### src/rtl/fp_to_twos.sv
// fp_to_twos: sequential decoder from the 1/3/4 floating-point sample code
// (value = (-1)^S * F * 2^E) to a 12-bit two's-complement word.
// One code is accepted per transaction through an in_valid/in_ready handshake
// and the result is returned through an out_valid/out_ready handshake.
// Optional build macro: FP_TO_TWOS_BARREL_EN -- when defined, the magnitude is
// shifted into place on the accept edge, so SHIFT always lasts one cycle.
// When it is undefined, the magnitude is shifted one bit per cycle and
// latency is E+1 cycles.
module fp_to_twos (
  input  logic        clk,
  input  logic        rst_n,
  input  logic        in_valid,
  output logic        in_ready,
  input  logic        S,
  input  logic [2:0]  E,
  input  logic [3:0]  F,
  output logic        out_valid,
  input  logic        out_ready,
  output logic [11:0] D
);

  localparam int unsigned EXP_W = 3;
  localparam int unsigned SIG_W = 4;
  localparam int unsigned OUT_W = 12;

  typedef enum logic [1:0] {
    IDLE  = 2'd0,
    SHIFT = 2'd1,
    DONE  = 2'd2
  } state_e;

  state_e             state_q, state_d;
  logic [OUT_W-1:0]   mag_q, mag_d;
  logic [EXP_W-1:0]   cnt_q, cnt_d;
  logic               sgn_q, sgn_d;
  logic [OUT_W-1:0]   d_q, d_d;
  logic               out_valid_q, out_valid_d;

  // Ready is decoded from state alone, so it never depends on out_ready.
  assign in_ready  = (state_q == IDLE);
  assign out_valid = out_valid_q;
  assign D         = d_q;

  // State and datapath registers; reset discards any in-flight value.
  always_ff @(posedge clk or negedge rst_n) begin
    if (!rst_n) begin
      state_q     <= IDLE;
      mag_q       <= '0;
      cnt_q       <= '0;
      sgn_q       <= 1'b0;
      d_q         <= '0;
      out_valid_q <= 1'b0;
    end else begin
      state_q     <= state_d;
      mag_q       <= mag_d;
      cnt_q       <= cnt_d;
      sgn_q       <= sgn_d;
      d_q         <= d_d;
      out_valid_q <= out_valid_d;
    end
  end

  // Next-state and datapath update: accept, shift, negate, hand off.
  always_comb begin
    state_d     = state_q;
    mag_d       = mag_q;
    cnt_d       = cnt_q;
    sgn_d       = sgn_q;
    d_d         = d_q;
    out_valid_d = out_valid_q;

    unique case (state_q)
      IDLE: begin
        if (in_valid) begin
`ifdef FP_TO_TWOS_BARREL_EN
          mag_d = OUT_W'(F) << E;
          cnt_d = '0;
`else
          mag_d = {(OUT_W - SIG_W)'(0), F};
          cnt_d = E;
`endif
          sgn_d   = S;
          state_d = SHIFT;
        end
      end

      SHIFT: begin
        if (cnt_q != '0) begin
          mag_d = mag_q << 1;
          cnt_d = cnt_q - EXP_W'(1);
        end else begin
          // Max magnitude 0x780 fits in 11 bits; negating zero yields zero.
          d_d         = sgn_q ? (~mag_q + OUT_W'(1)) : mag_q;
          out_valid_d = 1'b1;
          state_d     = DONE;
        end
      end

      DONE: begin
        if (out_ready) begin
          out_valid_d = 1'b0;
          state_d     = IDLE;
        end
      end

      default: begin
        state_d = IDLE;
      end
    endcase
  end

endmodule

### config.mk
export PLATFORM = sky130hd
export DESIGN_NAME = fp_to_twos
export DESIGN_NICKNAME = d
export VERILOG_FILES = /design/src/rtl/fp_to_twos.sv
export SDC_FILE = /design/constraint.sdc
export NUM_CORES = 1
export LEC_CHECK = 0
export BUFFER_PORTS_ARGS = -buffer_cell sky130_fd_sc_hd__buf_2
export CAP_MARGIN = 20
export CORE_ASPECT_RATIO = 0.7
export CORE_MARGIN = 3
export CORE_UTILIZATION = 35
export DETAILED_ROUTE_END_ITERATION = 12
export SYNTH_ARGS = -nofsm -noshare
export SYNTH_HDL_FRONTEND = slang
export SYNTH_SLANG_ARGS = --single-unit
export TNS_END_PERCENT = 20
### constraint.sdc
create_clock -name clk -period 1.9 [get_ports clk]
set_input_delay 0.095 -clock clk [delete_from_list [all_inputs] [get_ports clk]]
set_output_delay 0.095 -clock clk [all_outputs]
set_load 0.03 [all_outputs]
-- Yosys cells after proc, flatten, opt, wreduce, memory -nomap -nowiden
Cells that the tools add are included.
- bits in registers: 31
- input port bits: 12
- output and inout bits: 14
- logic and storage cells: 39
- $add $sub $neg: 2
- equal/unequal tests: 6
- multiplexer cells: 14
- bitwise operators: 2
- reductions and logical operators: 9
- operators with widths (operator ; number):
    $mux W12 ; 3
    $pmux W12 S2 ; 1
    $add A12 B1 Y12 const B ; 1
    $not A12 Y12 ; 1
    $reduce_and A3 Y1 ; 3
    $ne A2 B2 Y1 const B ; 4
    $mux W2 ; 3
    $mux W3 ; 2
    $pmux W2 S3 ; 1
    $pmux W3 S2 ; 1
    $reduce_and A2 Y1 ; 2
    $reduce_bool A2 Y1 ; 2
    $reduce_bool A3 Y1 ; 1
    $sub A3 B1 Y3 const B ; 1
    $eq A2 B1 Y1 const B ; 1
    $eq A2 B2 Y1 const B ; 1
    $logic_not A2 Y1 ; 1
    $mux W1 ; 2
    $pmux W1 S2 ; 1
    $not A1 Y1 ; 1

-- Depth between registers and ports, before layout
- word-level depth: 3
- mapped depth: 9
- gate-level depth less buffers: 7

-- Worst setup path after synthesis
No wires, ideal clock.
- kind: register to register
- start: reg mag_q[0]
- end: reg d_q[10] (netlist: D[10])
- setup time: 129 ps
- arrival: 1618 ps
- data required time: 1771 ps
- setup slack: 152 ps
- stages on the path, launching flop included: 7
- buffers on the path: 0
- period minus slack after synthesis: 1748 ps
- path through: dfrtp_1 > inv_1 > ha_1 > or3b_2 > or4_1 > nand2_1 > o31ai_1
- cells in the longest elaborated chain, start to end: 3
- ends and longest elaborated chain (element ; line ; text):
    start: declaration ; 33 ; logic [OUT_W-1:0] mag_q, mag_d;
    start signal: assignment ; 55 ; mag_q <= mag_d;
    $not A12 Y12 ; 93 ; d_d = sgn_q ? (~mag_q + OUT_W'(1)) : mag_q;
    $add A12 B1 Y12 ; 93 ;
    $mux W12 ; 93 ;
    end signal: assignment ; 51 ; d_q <= '0;
    end signal: assignment ; 58 ; d_q <= d_d;
    end: declaration ; 36 ; logic [OUT_W-1:0] d_q, d_d;
Every way passes these cells.
A chain may end at the register's enable or synchronous reset.

-- Worst setup path in the final report
- start: reg mag_q[6]
- end: reg d_q[10] (netlist: D[10])
The elaborated chain is that of the path after synthesis.

==> results.md <==
- RSZ-0062 raised after global routing: false
- Critical path endpoint category: flop
- Total CTS buffers: 5
- LEAKAGE: just under 0.9 nW
- Synth-to-Final Area Change: 20.82%
- Die area: 5128 um2
- DR pass1 iterations: 4
- Worst Tran Pin Value: slightly below 700 ps
- Startpoint types: flop
- CTS tree: yes
- DP Wirelength: about 2.1 mm
- Setup bufs post-CTS: 0
- Initial Utilization: 37.40%
- Synth Cell Area: around 1500 um2
- Max Buffers Root-to-Sink: 2
- Synth top area share: 51.62%
- Finished Cell Area: approximately 1800 um2
- Data required time of the critical path: a little over 2000 ps
- Fin. max-slew vios: 0
- Async set-reset flop share out of synthesis: 100.0%
- Critical path type: reg2reg
- Fin cells: 246
- Largest net degree at the start of global routing: 32
- Relative slew slack: between 50% and 60%
- Sequential-to-total area share from yosys stat: 51.62%
- Clock-pin slew on the worst setup and hold paths: 60 ps
- Max Cap Violations: 0
- Row cnt: 19
- Final hold vios: 0
- Syn_nets: about 180
- Yosys top cell by area: dfrtp_1
- Final Util: between 40% and 50%
- Via count of the routed design: roughly 1200
- Commonest non-fill, non-tap cell in the layout: nand2_1
- Gp weighted congestion: ~0.80
- Share of cells above drive strength 1: 23.20%
- Min-delay worst type: in2reg
- Vias in the first global route: 1130
- Die extent in x: approximately 84 um
- CORE AREA: 4018 um2
- GRT Overall Usage: between 10% and 20%
- Synth Flop Type: dfrtp_1
- Yosys reg bits: 31
- Cell total after placement: 237
- Number of flops mapped to enable cells by yosys: 0
- DRT Wirelength: about 2.9 mm
- Fin crit share: a little over nine tenths
- CP Data Arrival Time: about 1900 ps
- Clock Skew: roughly 6.7 ps
- Peak supply drop: around 0.63 mV
- Die height: around 61 um
- Setup TNS: 0 ps
- Clk_lat worst skew: approximately 270 ps
- Status: completed
- Clk sinks: 31
- Number of top-level pins: 26
- Most frequent cells in the layout: nand2_1, dfrtp_1, o21ai_0, buf_2, xor2_1
- Initial antenna violation count: 0
- Ys Warns: 0
- H-tree levels: 2
- 1st-iter DRT viols: 37
- First-pass GRT wire length: a little over 5 mm
- Final nets: roughly 210
- Port bufs: 25
- Remaining global-route overflow: 0
- Avg Inst Size Synth: ~9 um2
- ANT cells: 0
- Pwr per Cell Area: about 1900 nW/um2
- Vias per cell: 4.809
- DRC: 0
- Max FO, Critical Path: 5
- Syn Inst Count: 163
- Post-DP Area: around 1700 um2
- Root Driver: clkbuf_8
- Finish-stage setup viols: 0
- Post-synth cell types: 31
- Tmin final: about 1800 ps
- Area contributors post-synth: dfrtp_1, nand2_1, o21ai_0
- WL/cell: about 12 um
- FMAX: around 560 MHz
- Final antenna-violating net count: 0
[Yosys cell counts, drive strengths merged, types with 3 or more instances]
library cell,n
ha,3
a31oi,3
buf,3
nor2,5
or4,3
xor2,8
inv,6
nand2b,3
dfrtp,31
clkbuf,5
o31ai,3
o21ai,28
nand3,5
nand2,39
o211ai,3
[power by group]
group	leakage [nW]	internal (mW)	switching, mW	total, mW
logic	0.430	0.650	1.02	1.67
clock network	0.0515	0.330	0.219	0.549
registers	0.392	0.953	0.279	1.23
[logic make-up (layout without fill, tap and decap cells)]
family,count (synthesis),count (layout),share of synthesized area (%)
buf+inv,14,45,3.663
flops,31,31,51.62
mux,2,2,1.415
xor+xnor,9,9,5.246
simple gates,63,63,19.65
fa+ha+maj,3,3,2.498
compound gates,41,41,15.90
[flip-flops by register name, summed over array words and instances, names as in the netlist]
| name | flops |
|---|---|
| mag_q | 12 |
| out_valid | 1 |
| state_q | 2 |
| sgn_q | 1 |
| cnt_q | 3 |
| D | 12 |
[routing by layer]
metal | GRT usage (%) | wire (um) | part of all wire (%)
met2 | 20.11 | 1260 | 44
met5 | 0 | 0 | 0
met4 | 4.817 | 35 | 1.2
met1 | 16.12 | 1456 | 51
met3 | 3.935 | 112 | 3.9
[path summary, 6_finish.rpt]
check / start / end / slack (ps) / cells past startpoint
setup / recovery: mag_q[6]$_DFFE_PN0P_ / D[10]$_DFFE_PN0P_ / 120 / 4
hold / removal: out_ready / state_q[1]$_DFFE_PN0P_ / 50 / 2
setup reg to reg: mag_q[6]$_DFFE_PN0P_ / D[10]$_DFFE_PN0P_ / 120 / 4
hold reg to reg: D[2]$_DFFE_PN0P_ / D[2]$_DFFE_PN0P_ / 470 / 2
max in group asynchronous: rst_n / mag_q[10]$_DFFE_PN0P_ / 1060 / 2
min in group asynchronous: rst_n / cnt_q[2]$_DFFE_PN0P_ / 400 / 2
[what timing repair did]
| action | 4_1_cts | 5_1_grt |
|---|---|---|
| hold endpoints to repair | 31 | 0 |
| hold buffers | 1 | 0 |
| endpoints found under the setup margin | 0 | 3 |
| gates resized for setup | 0 | 2 |
[per-stage QoR]
step | power (mW) | hold slack, ps | worst slack [ps]
3_5_place_dp | 2.921 | 170.8 | 55.16
2_1_floorplan | 2.469 | -200.6 | 152.3
6_report | 3.450 | 47.77 | 117.3
4_1_cts | 3.486 | 43.60 | 35.79
5_1_grt | 3.793 | 47.22 | 19.55
3_3_place_gp | 2.849 | 165.5 | 104.0
[layout make-up]
cell class,instances,area [um2]
clock buffer,8,100.1
fill,394,2202
inverter,6,22.52
multi-input combinational,118,679.4
sequential,31,775.7
tap,52,65.06
timing repair buffer,31,172.7
[worst max-delay path, cell delays in order (launching register included)]
cell     delay, ps
dfrtp_1        440
or4_4          570
or4_1          510
nand2_1         80
o31ai_1         70
Note: power is estimated with default switching activity, not from simulation.
